[src/rtl/rtc_scan_sequencer.sv]
// RTC scan sequencer: reads the six BCD time fields (seconds..year) from the
// RTC controller one after another. For each field it writes the register
// address, issues a read command, waits for flag_done (bounded by TIMEOUT),
// then strobes the result out of the controller and latches it.
module rtc_scan_sequencer #(
  parameter logic [7:0] BASE_ADDR = 8'h21,
  parameter logic [7:0] TIMEOUT   = 8'd200,
  parameter logic [7:0] IDLE_PORT = 8'hFF
) (
  input  logic       clk,
  input  logic       reset,
  input  logic       start,
  output logic [7:0] port_id,
  output logic [7:0] out_port,
  output logic       write_strobe,
  output logic       read_strobe,
  input  logic [7:0] in_port,
  input  logic       flag_done,
  output logic [7:0] seconds,
  output logic [7:0] minutes,
  output logic [7:0] hours,
  output logic [7:0] day,
  output logic [7:0] month,
  output logic [7:0] year,
  output logic       busy,
  output logic       data_valid,
  output logic       timeout_err
);

  typedef enum logic [2:0] {
    IDLE, SET_ADDR, START_RD, WAIT_DONE, ACK, NEXT, FINISH
  } state_t;

  state_t     state;
  logic [2:0] idx;
  logic [7:0] cnt;

  // Single FSM; bus outputs are registered and loaded for the state being
  // entered, so they are valid for exactly the cycle spent in that state.
  always_ff @(posedge clk) begin
    if (reset) begin
      state        <= IDLE;
      idx          <= 3'd0;
      cnt          <= 8'd0;
      port_id      <= IDLE_PORT;
      out_port     <= 8'h00;
      write_strobe <= 1'b0;
      read_strobe  <= 1'b0;
      seconds      <= 8'h00;
      minutes      <= 8'h00;
      hours        <= 8'h00;
      day          <= 8'h00;
      month        <= 8'h00;
      year         <= 8'h00;
      busy         <= 1'b0;
      data_valid   <= 1'b0;
      timeout_err  <= 1'b0;
    end else begin
      // Quiet bus unless the next state drives it.
      port_id      <= IDLE_PORT;
      out_port     <= 8'h00;
      write_strobe <= 1'b0;
      read_strobe  <= 1'b0;
      data_valid   <= 1'b0;
      case (state)
        IDLE: begin
          if (start) begin
            idx          <= 3'd0;
            timeout_err  <= 1'b0;
            busy         <= 1'b1;
            state        <= SET_ADDR;
            port_id      <= 8'h00;
            out_port     <= BASE_ADDR;
            write_strobe <= 1'b1;
          end
        end
        SET_ADDR: begin
          state        <= START_RD;
          port_id      <= 8'h0E;
          out_port     <= 8'h00;
          write_strobe <= 1'b1;
        end
        START_RD: begin
          cnt   <= 8'd0;
          state <= WAIT_DONE;
        end
        WAIT_DONE: begin
          cnt <= cnt + 8'd1;
          // A completion arriving on the last allowed cycle still wins.
          if (flag_done) begin
            state       <= ACK;
            port_id     <= 8'h0F;
            read_strobe <= 1'b1;
          end else if (cnt == TIMEOUT - 8'd1) begin
            state       <= IDLE;
            timeout_err <= 1'b1;
            busy        <= 1'b0;
          end
        end
        ACK: begin
          case (idx)
            3'd0:    seconds <= in_port;
            3'd1:    minutes <= in_port;
            3'd2:    hours   <= in_port;
            3'd3:    day     <= in_port;
            3'd4:    month   <= in_port;
            default: year    <= in_port;
          endcase
          state <= NEXT;
        end
        NEXT: begin
          if (idx == 3'd5) begin
            state      <= FINISH;
            data_valid <= 1'b1;
          end else begin
            idx          <= idx + 3'd1;
            state        <= SET_ADDR;
            port_id      <= 8'h00;
            out_port     <= BASE_ADDR + {5'd0, idx} + 8'd1;
            write_strobe <= 1'b1;
          end
        end
        FINISH: begin
          state <= IDLE;
          busy  <= 1'b0;
        end
        default: begin
          state <= IDLE;
          busy  <= 1'b0;
        end
      endcase
    end
  end

endmodule

[config.mk]
export PLATFORM = sky130hd
export DESIGN_NAME = rtc_scan_sequencer
export DESIGN_NICKNAME = d
export VERILOG_FILES = /design/src/rtl/rtc_scan_sequencer.sv
export SDC_FILE = /design/constraint.sdc
export NUM_CORES = 1
export LEC_CHECK = 0
export ABC_AREA = 1
export CORE_MARGIN = 5
export CORE_UTILIZATION = 43
export CTS_CLUSTER_SIZE = 12
export DETAILED_ROUTE_END_ITERATION = 8
export HOLD_SLACK_MARGIN = 0.15
export PLACE_DENSITY = 0.86
export SYNTH_ARGS = -nofsm -noshare
export SYNTH_HDL_FRONTEND = slang
export SYNTH_SLANG_ARGS = --single-unit
export TNS_END_PERCENT = 5
[constraint.sdc]
create_clock -name clk -period 1.45 [get_ports clk]
set_input_delay 0.2175 -clock clk [delete_from_list [all_inputs] [get_ports clk]]
set_output_delay 0.2175 -clock clk [all_outputs]
set_load 0.05 [all_outputs]
Word level (Yosys, flattened, before mapping) --
Cells that the tools add are included.
Cells by class: add/sub/neg operators 4, eq/ne operators 16, muxes and demuxes 29, bitwise logic cells 4, reductions and logical operators 19
Operator list (number):
- $mux W8 | 4
- $pmux W8 S2 | 2
- $pmux W8 S4 | 1
- $mux W3 | 6
- $pmux W3 S6 | 1
- $reduce_and A2 Y1 | 7
- $eq A3 B2 Y1 const B | 4
- $eq A3 B3 Y1 const B | 4
- $mux W1 | 10
- $add A7 B1 Y8 const B | 1
- $add A8 B1 Y8 const B | 1
- $eq A8 B8 Y1 const B | 1
- $ne A2 B2 Y1 const B | 4
- $reduce_and A4 Y1 | 2
- $add A6 B3 Y7 const A | 1
- $eq A3 B1 Y1 const B | 2
- $logic_not A3 Y1 | 2
- $mux W6 | 1
- $pmux W1 S3 | 2
- $pmux W3 S2 | 1
- $reduce_bool A2 Y1 | 3
- $reduce_or A5 Y1 | 1
- $not A1 Y1 | 4
- $reduce_or A2 Y1 | 2
- 5 further kinds | 5
Storage, ports and cells: register bits 83, bits of input ports 12, logic and storage cells 88

Longest topological paths before layout --
Gate-level depths: netlist of the first run.
word-level depth 4, mapped depth 10

Least setup slack after synthesis of the first run --
No wires, ideal clock.
path type reg2reg, start point register idx[1], end point register year[0], data arrival time 1.436 ns, path slack -0.051 ns, cell stages (with the launch flop) 11, cell sequence dfxtp_1 -> ha_1 -> ha_1 -> buf_2 -> nor2_1 -> nand2_1 -> nor2_1 -> nand2_2 -> inv_2 -> nor2_1 -> nor2_1
Between the ends: word-level cells in the longest chain between the ends 4, elaborated cells on any way between the ends 8
Ends and longest elaborated chain:
- start, declared | line 35 | logic [2:0] idx;
- start signal, assigned | line 116 | idx <= idx + 3'd1;
- $eq A3 B3 Y1 (tied with other cells) | line 101 | case (idx)
- $reduce_or A5 Y1 (no line) (*)
- $not A1 Y1 (no line) (*)
- $reduce_and A2 Y1 (no line) (*)
- end signal, assigned | line 107 | default: year <= in_port;
- end, declared | line 24 | output logic [7:0] year,
Every way passes the cells marked *; elsewhere a longest branch is shown, timed or not. A chain may end at the register's enable or synchronous reset.

Worst setup path after layout of the first run --
start point register idx[0], end point register year[0]
Same word-level chain as after synthesis.

==> results of run 1 <==
## cell families after synthesis
| logic type | after synthesis |
|---|---|
| DFF | 75 |
| adders and majority gates | 7 |
| other | 1 |
| and+or+nand+nor | 180 |
| buffers and inverters | 55 |
| AOI/OAI and AO/OA | 78 |
## flip-flops by register name (all words and copies together) (netlist names)
register,cells
busy,1
cnt,8
port_id,3
out_port,5
timeout_err,1
hours,8
seconds,8
state,3
data_valid,1
month,8
write_strobe,1
day,8
read_strobe,1
minutes,8
idx,3
year,8
## metal layers
layer | share of wire | routed length, µm | vias up | track usage
li1 | - | - | 1444 | -
met1 | 0.40 | 3367 | 1361 | 0.2140
met2 | 0.48 | 4022 | 134 | 0.3182
met3 | 0.078 | 650 | 29 | 0.04407
met4 | 0.040 | 337 | 0 | 0.1083
met5 | 0 | 0 | - | 0
## worst register-to-register path: stages (launching register included)
cell and delay, ns:
dfxtp_4 0.37, ha_4 0.17, ha_4 0.15, nor2_2 0.10
nand2_2 0.07, nor2_4 0.14, nand2_4 0.10, o21ai_1 0.19
nor2_2 0.05
## through the flow
step           power, µW  cells  hold WS (ns)  setup WS (ns)  utilization
5_1_grt             4732    588        0.4786       -0.06452       0.6820
2_1_floorplan       2657    398        0.3524      -0.002566            -
3_3_place_gp        2945    568        0.4435        0.06729       0.6271
6_report            4559    588        0.4610       0.005812       0.6820
3_5_place_dp        2961    568        0.4485       -0.02174       0.6271
4_1_cts             4542    585        0.4595      -0.008046       0.6611
## cell usage after synthesis (all sizes together)
cell type	instances
ha	7
and2	1
nor2	96
inv	35
conb	1
buf	14
a21oi	30
clkinv	1
o22ai	1
dfxtp	75
clkbuf	5
nand4	1
o21ai	47
nand2	60
nand3	22
## path summary, 6_finish.rpt
| kind | startpoint | end | slack (ns) | cells past startpoint |
|---|---|---|---|---|
| worst max-delay path | idx[0] | year[0] | 0.006 | 8 |
| worst min-delay path | month[5] | month[5] | 0.46 | 2 |
| worst max register to register | idx[0] | year[0] | 0.006 | 8 |
| worst min register to register | month[5] | month[5] | 0.46 | 2 |
## area by class of cell
type	instances	share of cell area
flip-flops and latches	75	0.3284
clock buffers	12	0.03133
inverters	36	0.03322
clock inverters	4	0.01080
well taps	96	0.02592
multi-input cells	270	0.3008
repair buffers	95	0.2695
## report_power, final
group | leakage [µW] | internal, µW | switching (µW)
combinational | 0.00123 | 312 | 477
sequential | 0.000610 | 2110 | 66.4
clock | 0.0000926 | 840 | 754
## cell usage in the layout, fill, tap and decap left out, drive strengths merged, types with 11 or more instances in the layout
cell,instances
buf,84
clkdlybuf4s50,11
inv,33
dfxtp,75
clkbuf,12
a21oi,30
nand3,23
nand2,61
nor2,96
o21ai,47
## timing repair
item,in CTS,in global routing
gates cloned,1,1
pin swaps,2,12
setup endpoints to repair,13,48
buffers inserted,0,2
gates resized for setup,10,41
==> results.tsv, run 1 <==
stage	metric	value	unit
power_and_ir_drop	power_density	984.0	nW/µm²
logic_synthesis	synth_top_area_share	0.4977	
clock_network	h-tree-depth	3	
place	gp_congestion	0.8615	
run	drv_cap	0	
setup_path	crit_buf_inv	0	
clock_network	clk_path_buf_depth	2	
clock_network	root_buffer	clkbuf_8	
clock_network	clock-sinks	75	
logic_synthesis	synthMuxAreaShare	0	
finish	ff_latch_area	1521	µm²
logic_synthesis	ys_types	27	
setup_path	critical_path_required	1.69	ns
clock_network	cts-buffers-inserted	9	
setup_path	crit_arrival	1.68	ns
logic_synthesis	synth_top_family_by_area	simple AND/OR/NAND/NOR gates	
logic_synthesis	yosysWarnings	0	
global_routing	grt_max_degree	41	
logic_synthesis	synth_compound_area_frac	0.1311	
run_status	status	finished clean	
clock_network	clk_latency	0.35	ns
logic_synthesis	synth_area	3017	µm²
detailed_routing	route.vias.total	2968	
logic_synthesis	synthAdderAreaFrac	0.02903	
sta	fin_setup_tns	0	ns
logic_synthesis	ys_seq_area_frac	0.4977	
detailed_routing	drt-total-wl	8.379	mm
setup_path	path_cells	ha_4 > ha_4 > nor2_2 > nand2_2 > nor2_4 > nand2_4 > o21ai_1 > nor2_2	
logic_synthesis	synth-xor-area-share	0	
setup_path	start_kind	flop	
logic_synthesis	synthTopCellsByArea	dfxtp_1 50%, nor2_1 12%, o21ai_0 7.1%, nand2_1 7.0%, a21oi_1 4.8%	
global_routing	grt_pass1_wl	13.10	mm
global_routing	grt_usage	0.1875	
power_and_ir_drop	ir_worst_vdd	739.1	µV
power_and_ir_drop	leakagePower	0.001928	µW
logic_synthesis	synth.avg_cell_area	7.618	µm²
die	io_pins	81	
clock_network	cts_tree	yes	
detailed_routing	wl_per_cell	14.25	µm
detailed_routing	vias_per_cell	5.048	
detailed_routing	drt_iter0_drc	200	
finish	fill_cells	494	
sta	setup_violations	0	
hold_path	hp-class	reg2reg	
die	core_area	6794	µm²
setup_path	cp_max_fo	5	
sta	slew_violations	0	
finish	fin_nets	506	
finish	diodes	0	
detailed_routing	drc	0	
die	fp.dieW	93.76	µm
place	hpwl	5.932	mm
finish	drive_above_1_share	0.2988	
sta	timing.final.crit_share	0.9960	
detailed_routing	dr.pass1.iters	4	
die	die-area	8791	µm²
place	placed_area	4260	µm²
setup_path	crit_type	reg2reg	
die	start_util	0.4440	
die	dieHeight	93.76	µm
logic_synthesis	syn_inst	396	
clock_network	clk_pin_slew_worst_paths	0.07	ns
setup_path	cpPeakStageDelay	0.37	ns
sta	finalHoldViolCount	0	
sta	fin_skew	0.004023	ns
sta	rsz0062_at_grt	true	
place	portBuffers	77	
finish	multi_input_area	1394	µm²
sta	min_period	1.444	ns
detailed_routing	antenna_left	0	
finish	final_area	4633	µm²
sta	clock.fmax	0.6924	GHz
global_routing	antenna_found_initial	0	
die	rows	30	
global_routing	grt_overflow	0	
setup_path	path_delay_family	simple AND/OR/NAND/NOR gates	
finish	syn_to_final_growth	53.59	%
global_routing	grt_pass1_vias	2846	
logic_synthesis	synth-simple-area-share	0.2551	
logic_synthesis	ys_ff_latch	75	
clock_network	ctsHoldBuffers	0	
setup_path	crit_slowest_cell	dfxtp_4	
setup_path	endpoint_kind	flop	
logic_synthesis	synth.largest_area_cell	dfxtp_1	
Note: power is estimated with default switching activity, not from simulation.
==> run 2: changes to the inputs <==
- CORE_UTILIZATION: 43 -> 40
- PLACE_DENSITY: 0.86 -> 0.82
==> results.tsv, run 2 (synthesis gave the netlist of run 1 again) <==
stage	metric	value	unit	change
detailed_routing	drt-total-wl	8.485	mm	+1.3%
detailed_routing	drc	0		unchanged
setup_path	critical_path_required	1.70	ns	about the same
detailed_routing	wl_per_cell	14.28	µm	+0.24%
setup_path	ff2ff_path_depth	8		unchanged
sta	fin_ws	-0.01779	ns	-0.02360 ns
finish	drive_above_1_share	0.2990		about the same
global_routing	grt_pass1_vias	2759		-3.1%
clock_network	ctsHoldBuffers	0		unchanged
finish	diodes	0		unchanged
place	hpwl	5.832	mm	-1.7%
clock_network	cts_tree	yes		
finish	fin_nets	509		+0.59%
clock_network	root_buffer	clkbuf_8		
power_and_ir_drop	power_density	1043	nW/µm²	+6.0%
clock_network	cts-buffers-inserted	9		unchanged
finish	syn_to_final_growth	56.95	%	
setup_path	path_delay_family	simple AND/OR/NAND/NOR gates		
sta	clock.fmax	0.6813	GHz	-1.6%
sta	rsz0062_at_grt	true		
detailed_routing	antenna_left	0		unchanged
place	gp_congestion	0.8396		-2.5%
die	fp.dieW	96.84	µm	+3.3%
power_and_ir_drop	ir_worst_vdd	661.4	µV	-11%
setup_path	crit_type	reg2reg		
global_routing	antenna_found_initial	0		unchanged
finish	multi_input_area	1416	µm²	+1.6%
die	io_pins	81		unchanged
setup_path	endpoint_kind	flop		
clock_network	clk_path_buf_depth	2		unchanged
sta	finalHoldViolCount	0		unchanged
die	die-area	9378	µm²	+6.7%
clock_network	clk_latency	0.35	ns	about the same
hold_path	hp-class	reg2reg		
run_status	violations	setup timing		
global_routing	grt_usage	0.1676		-0.01992
sta	hold-worst-slack	0.4634	ns	+0.002450 ns
global_routing	grt_max_degree	41		unchanged
setup_path	path_cells	ha_4 > ha_4 > nor2_4 > nand2_2 > nor2_4 > nand2_2 > o21ai_1 > nor2_1		
setup_path	crit_cells	8		unchanged
setup_path	start_kind	flop		
sta	slew_violations	0		unchanged
finish	fill_cells	552		+12%
power_and_ir_drop	leakagePower	0.001948	µW	+1.0%
setup_path	cpPeakStageDelay	0.38	ns	about the same
global_routing	grt_pass1_wl	13.05	mm	-0.43%
place	dp_slack	-0.02738	ns	-0.005636 ns
finish	final_cell_mix	85 x nor2_1, 71 x dfxtp_1, 52 x nand2_1		
setup_path	crit_buf_inv	0		unchanged
sta	timing.final.crit_share	1.012		+0.01628
sta	min_period	1.468	ns	+0.02360 ns
global_routing	grt_overflow	0		unchanged
sta	fin_setup_tns	-0.02729	ns	-0.02729 ns
sta	fin_skew	0.006324	ns	+0.002300 ns
place	portBuffers	77		unchanged
die	start_util	0.4137		-0.03032
die	dieHeight	96.84	µm	+3.3%
detailed_routing	drt_iter0_drc	140		-30%
run_status	status	finished with violations		
clock_network	clk_pin_slew_worst_paths	0.08	ns	about the same
finish	ff_latch_area	1514	µm²	-0.49%
setup_path	crit_arrival	1.71	ns	+0.03 ns
setup_path	cp_max_fo	5		unchanged
hold_path	holdPathStages	2		unchanged
die	rows	31		+3.3%
clock_network	h-tree-depth	3		unchanged
detailed_routing	vias_per_cell	4.961		-1.7%
sta	setup_violations	2		+2
run	drv_cap	0		unchanged
detailed_routing	route.vias.total	2947		-0.71%
detailed_routing	dr.pass1.iters	4		unchanged
clock_network	clock-sinks	75		unchanged
die	core_area	7292	µm²	+7.3%
finish	final_common_cell	nor2_1		
setup_path	crit_slowest_cell	dfxtp_4		
==> run 2: cell count changes in the layout (fill, tap and decap cells not counted), sizes merged <==
| cell | change |
|---|---|
| buf | +3 |
| bufinv | +2 |
| clkinv | -2 |
| clkinvlp | -1 |
| inv | +1 |
==> run 2: stage by stage <==
step	instance area, µm²	std cells	power, µW	util
3_5_place_dp	4292	573	2976	0.5885
2_1_floorplan	3039	398	2657	-
6_report	4735	594	4938	0.6493
4_1_cts	4552	590	4888	0.6242
5_1_grt	4735	594	5103	0.6493
3_3_place_gp	4292	573	2962	0.5885
==> run 2: routing by layer <==
| layer | global-route usage | wire length [µm] | vias to the layer above |
|---|---|---|---|
| met1 | 0.1939 | 3319 | 1332 |
| met2 | 0.2771 | 4189 | 145 |
| met5 | 0 | 0 | - |
| met3 | 0.05468 | 716 | 27 |
| li1 | - | - | 1443 |
| met4 | 0.08315 | 260 | 0 |
==> run 2: where the power goes <==
part,internal (µW),switching (µW)
Clock,1190,765
Sequential,2110,56.5
Combinational,326,493
Total,3620,1310
==> run 2: worst min-delay path: stages (launching register included) <==
cell and delay [ns]:
dfxtp_1 0.32, inv_1 0.05, a21oi_1 0.05
==> run 2: repair_timing <==
item / 4_1_cts / 5_1_grt
setup buffers: 0 / 3
pin swaps: 1 / 8
hold endpoints to repair: 0 / 0
resized for setup: 5 / 41
setup endpoints to repair: 12 / 30
cloned: 1 / 1
==> run 2: worst paths after layout <==
| kind | startpoint | to | slack [ns] |
|---|---|---|---|
| max | idx[1] | year[7] | -0.02 |
| min | month[5] | month[5] | 0.46 |
| max reg2reg | idx[1] | year[7] | -0.02 |
| min reg2reg | month[5] | month[5] | 0.46 |
==> run 2: cell type report <==
cell class	instances	share of cell area
Clock buffer	12	0.03066
Clock inverter	4	0.02061
Inverter	36	0.03145
Multi-Input combinational cell	270	0.2992
Sequential cell	75	0.3198
Tap cell	99	0.02616
Timing Repair Buffer	98	0.2722
